--- src/rtl/irq_ctrl_ahb.sv ---
// Multi-source interrupt controller with an AHB-Lite slave port.
// Sticky status bits latch event pulses, a software enable mask gates them
// onto a single registered IRQ line, and a CLAIM register hands out the
// lowest-numbered pending source while clearing it.
module irq_ctrl_ahb #(
    parameter int N_SRC = 8
) (
    input  logic             clk,
    input  logic             resetn,
    input  logic             ahb_hsel,
    input  logic [31:0]      ahb_haddr,
    input  logic [1:0]       ahb_hsize,
    input  logic [1:0]       ahb_htrans,
    input  logic [31:0]      ahb_hwdata,
    input  logic             ahb_hwrite,
    output logic [31:0]      ahb_hrdata,
    output logic             ahb_hresp,
    output logic             ahb_hready,
    input  logic [N_SRC-1:0] irq_src,
    output logic             irq_out
);

    localparam logic [1:0] REG_STATUS = 2'd0;
    localparam logic [1:0] REG_ENABLE = 2'd1;
    localparam logic [1:0] REG_CLEAR  = 2'd2;
    localparam logic [1:0] REG_CLAIM  = 2'd3;

    // Lowest set index of a pending vector; 0 when nothing is set.
    function automatic logic [4:0] lowest_idx(input logic [N_SRC-1:0] v);
        logic [4:0] idx;
        idx = '0;
        for (int i = N_SRC - 1; i >= 0; i--) begin
            if (v[i]) idx = 5'(i);
        end
        return idx;
    endfunction

    logic             ap_valid;
    logic             ap_write;
    logic [1:0]       ap_reg;
    logic [N_SRC-1:0] status;
    logic [N_SRC-1:0] enable;
    logic             claim_valid;
    logic [4:0]       claim_id;

    logic             addr_valid;
    logic             dp_write_clear;
    logic             dp_write_enable;
    logic             dp_read_claim;
    logic [N_SRC-1:0] clr;
    logic [N_SRC-1:0] status_next;
    logic [N_SRC-1:0] enable_next;
    logic [N_SRC-1:0] pend;
    logic             unused_ok;

    assign ahb_hresp  = 1'b0;
    assign ahb_hready = 1'b1;

    // Transfer size and undecoded address/data bits carry no meaning here.
    assign unused_ok = ^{ahb_hsize, ahb_haddr[31:4], ahb_haddr[1:0], ahb_hwdata};

    assign addr_valid      = ahb_hsel & ahb_htrans[1];
    assign dp_write_clear  = ap_valid &  ap_write & (ap_reg == REG_CLEAR);
    assign dp_write_enable = ap_valid &  ap_write & (ap_reg == REG_ENABLE);
    assign dp_read_claim   = ap_valid & ~ap_write & (ap_reg == REG_CLAIM);

    // Bits cleared at the coming edge: W1C data plus the claimed source.
    always_comb begin
        clr = '0;
        if (dp_write_clear) clr = ahb_hwdata[N_SRC-1:0];
        for (int i = 0; i < N_SRC; i++) begin
            if (dp_read_claim && claim_valid && (claim_id == 5'(i))) clr[i] = 1'b1;
        end
    end

    // A new pulse beats a simultaneous clear. The claim snapshot drops bits
    // being cleared this cycle so back-to-back claims never repeat an id.
    assign status_next = irq_src | (status & ~clr);
    assign enable_next = dp_write_enable ? ahb_hwdata[N_SRC-1:0] : enable;
    assign pend        = status & ~clr & enable;

    // Address-phase capture, interrupt state and claim snapshot.
    always_ff @(posedge clk) begin
        if (!resetn) begin
            ap_valid    <= 1'b0;
            ap_write    <= 1'b0;
            ap_reg      <= '0;
            status      <= '0;
            enable      <= '0;
            irq_out     <= 1'b0;
            claim_valid <= 1'b0;
            claim_id    <= '0;
        end else begin
            ap_valid <= addr_valid;
            ap_write <= addr_valid & ahb_hwrite;
            ap_reg   <= addr_valid ? ahb_haddr[3:2] : 2'd0;
            status   <= status_next;
            enable   <= enable_next;
            irq_out  <= |(status_next & enable_next);
            if (addr_valid && !ahb_hwrite && (ahb_haddr[3:2] == REG_CLAIM)) begin
                claim_valid <= |pend;
                claim_id    <= lowest_idx(pend);
            end
        end
    end

    // Data-phase read mux; zero for idle cycles and writes.
    always_comb begin
        ahb_hrdata = '0;
        if (ap_valid && !ap_write) begin
            case (ap_reg)
                REG_STATUS: ahb_hrdata = 32'(status);
                REG_ENABLE: ahb_hrdata = 32'(enable);
                REG_CLEAR:  ahb_hrdata = '0;
                default:    ahb_hrdata = {claim_valid, 26'b0, claim_id};
            endcase
        end
    end

endmodule
--- config.mk ---
export PLATFORM = sky130hd
export DESIGN_NAME = irq_ctrl_ahb
export DESIGN_NICKNAME = d
export VERILOG_FILES = /design/src/rtl/irq_ctrl_ahb.sv
export SDC_FILE = /design/constraint.sdc
export NUM_CORES = 1
export LEC_CHECK = 0
export BUFFER_PORTS_ARGS = -buffer_cell sky130_fd_sc_hd__buf_4
export CAP_MARGIN = 10
export CELL_PAD_IN_SITES_DETAIL_PLACEMENT = 0
export CELL_PAD_IN_SITES_GLOBAL_PLACEMENT = 2
export CORE_MARGIN = 5
export CORE_UTILIZATION = 20
export CTS_CLUSTER_DIAMETER = 200
export DETAILED_ROUTE_END_ITERATION = 8
export PLACE_DENSITY_LB_ADDON = 0.05
export REMOVE_ABC_BUFFERS = 1
export SLEW_MARGIN = 10
export SYNTH_ARGS = -nofsm -noshare
export SYNTH_HDL_FRONTEND = slang
export SYNTH_SLANG_ARGS = --single-unit
export TNS_END_PERCENT = 10
--- constraint.sdc ---
create_clock -name clk -period 2.1 [get_ports clk]
set_input_delay 0.21 -clock clk [delete_from_list [all_inputs] [get_ports clk]]
set_output_delay 0.21 -clock clk [all_outputs]
set_load 0.1 [all_outputs]
* After elaboration in Yosys (flattened, before gate mapping)
Index checks and enable logic that the tools add are counted.
Storage, ports and cells: flip-flop bits (word level) 27, output and inout port bits 35
Operators by class: muxes and demuxes 20, reduce and logical (&&, ||, !) cells 19, equality and inequality tests 11, bitwise logic cells 13
Operators with widths (count):
- 32-bit one-hot mux with 3 select lines | 1
- 5-bit 2-to-1 mux | 7
- 32-bit 2-to-1 mux | 1
- 8-bit bitwise AND | 3
- 5-bit by 3-bit equality test with 1-bit output (second input constant) | 4
- 8-bit 2-to-1 mux | 2
- 8-bit OR reduction | 2
- 1-bit logical AND | 12
- 5-bit by 2-bit equality test with 1-bit output (second input constant) | 2
- 1-bit 2-to-1 mux | 8
- 8-bit inverter | 1
- 8-bit bitwise OR | 1
- 1-bit bitwise AND | 7
- 2-bit equality test (second input constant) | 3
- 5-bit by 1-bit equality test with 1-bit output (second input constant) | 1
- 5-bit logical NOT | 1
- 3-bit 2-to-1 mux | 1
- 2-bit by 1-bit equality test with 1-bit output (second input constant) | 1
- 1-bit logical NOT | 2
- 2-bit logical NOT | 1
- 2-bit AND reduction | 1
- 1-bit inverter | 1

* Logic depth before layout (Yosys ltp)
depth after elaboration 17, mapped depth 8

* Worst setup path before layout
Ideal clock, no wire load.
path type reg2out, start register ap_write, end output ahb_hrdata[3], setup slack -0.123 ns, data required time 1.890 ns, stages on the path, launching flop included 4, arrival time 2.013 ns, cells stage by stage dfxtp_1 > nand2b_1 > or2_1 > nor2_1
On the way: cells in the longest elaborated chain, start to end 3
Ends and longest elaborated chain:
- from (decl) | RTL line 39 | logic ap_write;
- from (signal assigned) | RTL line 95 | ap_write <= addr_valid & ahb_hwrite;
- 1-bit logical NOT | RTL line 110 | if (ap_valid && !ap_write) begin
- 1-bit logical AND | RTL line 110
- 32-bit 2-to-1 mux | RTL line 110
- to (decl) | RTL line 16 | output logic [31:0] ahb_hrdata,
No other way between the ends.

* Worst setup path in the final report
start register ap_write, end register claim_id[0]
On the way: cells in the longest elaborated chain, start to end 17, elaborated cells between the ends (all ways) 34
Ends and longest elaborated chain:
- 1-bit inverter | RTL line 65 | assign dp_read_claim = ap_valid & ~ap_write & (ap_reg == REG_CLAIM);
- 1-bit bitwise AND (2 in a row) | RTL line 65
- 1-bit logical AND (2 in a row) | RTL line 72 | if (dp_read_claim && claim_valid && (claim_id == 5'(i))) clr[i] = 1'b1;
- 1-bit 2-to-1 mux | RTL line 72
- 8-bit inverter (*) | RTL line 80 | assign pend = status & ~clr & enable;
- 8-bit bitwise AND (*) (2 in a row) | RTL line 80
- 3-bit 2-to-1 mux | RTL line 33 | if (v[i]) idx = 5'(i);
- 5-bit 2-to-1 mux (6 in a row) | RTL line 33
- 5-bit 2-to-1 mux (*) | RTL line 33
- to (signal assigned) | RTL line 102 | claim_id <= lowest_idx(pend);
- to (decl) | RTL line 44 | logic [4:0] claim_id;
Mark *: on every way between the ends. The rest lies on a longest branch, timed or not. A chain may end at the register's enable or synchronous reset.

==> results.py <==
metrics = {
    "critical_path": {
        "reg2reg_slack_ns": 0.13,
        "critPathLaunchType": "flop",
        "worst_setup_path_end_kind": "flop",
        "crit_required_ns": 2.28,
        "reg2reg_from": "ap_write",
        "worstPathArrival_ns": 2.14,
        "reg2regPathDepth": 7,
        "r2r-end": "claim_id[0]",
        "worstPathMaxFanout": 5,
        "crit_type": "flop to flop",
    },
    "finish": {
        "syn2layout_area_growth_pct": 24.78,
        "fillers": 848,
        "final_cell_mix": "buf_4, nor2_1, conb_1, dfxtp_1, nand2_1",
        "top_regs": "enable (8), status (8), claim_id (3)",
        "fin_nets": 300,
        "multiInputGateArea_um2": 904.6,
        "final_common_cell": "buf_4",
        "regArea_um2": 500.5,
        "insertedDiodeCount": 0,
        "drive_gt1_share_pct": 28.77,
        "fin_area_um2": 1922,
    },
    "status": {
        "outcome": "completed",
    },
    "timing": {
        "setup_viol": 0,
        "fin_crit_sh_pct": 93.58,
        "drv_slew": 0,
        "rsz0062_at_grt": "no",
        "setup_ws_ns": 0.1348,
        "fin_skew_ns": 0.007701,
        "fmax_mhz": 508.9,
        "hold_slack_ns": 0.1495,
        "hold_viol": 0,
        "fin_setup_tns_ns": 0,
        "layout_min_cycle_time_ns": 1.965,
    },
    "drt": {
        "drc": 0,
        "wl_per_cell_um": 14.96,
        "vias": 1326,
        "firstDrtPassIters": 4,
        "via_per_inst": 4.131,
        "ant_nets": 0,
        "drt_wl_total_um": 4803,
        "drtIter0Drc": 43,
    },
    "grt": {
        "antenna_found_initial": 0,
        "grt_pass1_vias": 1366,
        "grt_max_degree": 15,
        "grt.total_usage_pct": 10.03,
        "grt_pass1_wl_um": 7458,
        "overflow": 0,
    },
    "placed_design": {
        "pre_cts_slack_ns": 0.1300,
        "place.gp.congestion": 0.7001,
        "dp_hpwl_um": 3836,
        "dpl-instance-area_um2": 1876,
        "port_buffers": 32,
    },
    "logic_synthesis": {
        "synthTopCellsByArea": "dfxtp_1, buf_4, mux2i_1, nor2_1, nand2_1",
        "ys_ff_latch": 25,
        "synth_edf_count": 0,
        "yosys.area.top_type": "dfxtp_1",
        "async_flop_share_pct": 0,
        "syn_avg_cell_area_um2": 8.605,
        "yosysSeqAreaShare_pct": 32.49,
        "synth_area_um2": 1540,
        "synth_cell_types": 40,
        "synthFlopType": "dfxtp_1",
        "synth_top_cell_area_share_pct": 32.49,
        "syn_inst": 179,
        "yosysWarnings": 0,
    },
    "power": {
        "ir_drop_mv": 0.2099,
        "leakage_nw": 0.8529,
        "pwr_density_cell_nw_per_um2": 582.1,
    },
    "hold_path": {
        "whs_path_depth": 2,
        "hold_start": "ahb_haddr[3]",
        "hold_path_class": "input port to flop",
        "hold_end": "ap_reg[1]",
    },
    "clock_tree": {
        "cts_htree_levels": 1,
        "post-cts-setup-buffers": 0,
        "clk_latency_ns": 0.27,
        "cts_tree": "done",
        "ctsHoldBuffers": 0,
        "cts-root-buf": "clkbuf_8",
        "clockBufferDepth": 2,
        "clk_pin_slew_worst_paths_ns": 0.10,
        "clkSinkCount": 25,
        "cts_resized": 0,
        "cts_buffers": 3,
    },
    "die": {
        "die_h_um": 97.76,
        "die_x_um": 97.76,
        "start_util_pct": 20.25,
        "rows": 32,
        "die_area_um2": 9556,
        "boundaryPins": 115,
        "core_area_um2": 7607,
    },
    "run": {
        "drv_cap": 0,
    },
}
## cell type report
type,instances,share of cell area [%]
multi-input combinational,145,47.07
tap,102,6.641
sequential,25,26.04
inverter,2,0.3906
clock inverter,1,0.2604
timing repair buffer,43,17.45
clock buffer,3,2.148
## Yosys cell counts (3+ instances only)
cell	count
buf_4	26
a31oi_2	4
nor2_1	33
mux2i_1	13
dfxtp_1	25
a22oi_1	3
and2_1	3
mux2_2	3
nand2_1	15
buf_2	3
o2111ai_1	5
or2_1	4
o22ai_1	4
o211a_1	4
and3_1	3
## critical path, cell delays in order, from the launching register on
cell and delay (ns):
dfxtp_1 0.34, and4b_4 0.38, nand3b_2 0.16, buf_4 0.18, o2111ai_1 0.27, nand2_1 0.09, o211a_1 0.22, o221a_2 0.23
## worst max-delay path by stage
stage                    end  depth (start not counted)  startpoint
6_report         claim_id[0]                          7    ap_write
3_5_place_dp     claim_id[0]                          7    ap_write
2_1_floorplan  ahb_hrdata[3]                          3    ap_write
3_3_place_gp         irq_out                          6    ap_write
5_1_grt          claim_id[0]                          7    ap_write
4_1_cts              irq_out                          6    ap_write
## power breakdown
| group | total [mW] | switching, mW | internal, mW | leakage, nW |
|---|---|---|---|---|
| registers | 0.499 | 0.0117 | 0.488 | 0.204 |
| logic | 0.320 | 0.262 | 0.0579 | 0.623 |
| clock network | 0.300 | 0.167 | 0.133 | 0.0255 |
## cell families after synthesis
| family | share of synthesized area, % |
|---|---|
| other cells | 0.4876 |
| mux | 10.64 |
| flops | 32.49 |
| buf+inv | 14.38 |
| simple gates | 23.48 |
| compound gates | 18.52 |
## layer usage
metal	up-vias	wire [µm]	GRT usage [%]
met5	-	0	0
met2	33	2311	17.40
met1	621	2265	12.85
met3	2	193	1.786
li1	670	-	-
met4	0	32	2.556
## through the flow
stage | util (%) | std cells | power [mW]
after global placement | 24.65 | 317 | 0.8300
after global routing | 25.26 | 321 | 1.169
after detailed placement | 24.65 | 317 | 0.8305
after CTS | 25.26 | 321 | 1.138
final | 25.26 | 321 | 1.119
after floorplan | - | 172 | 0.7641
Power figures use the tool's default switching activity.
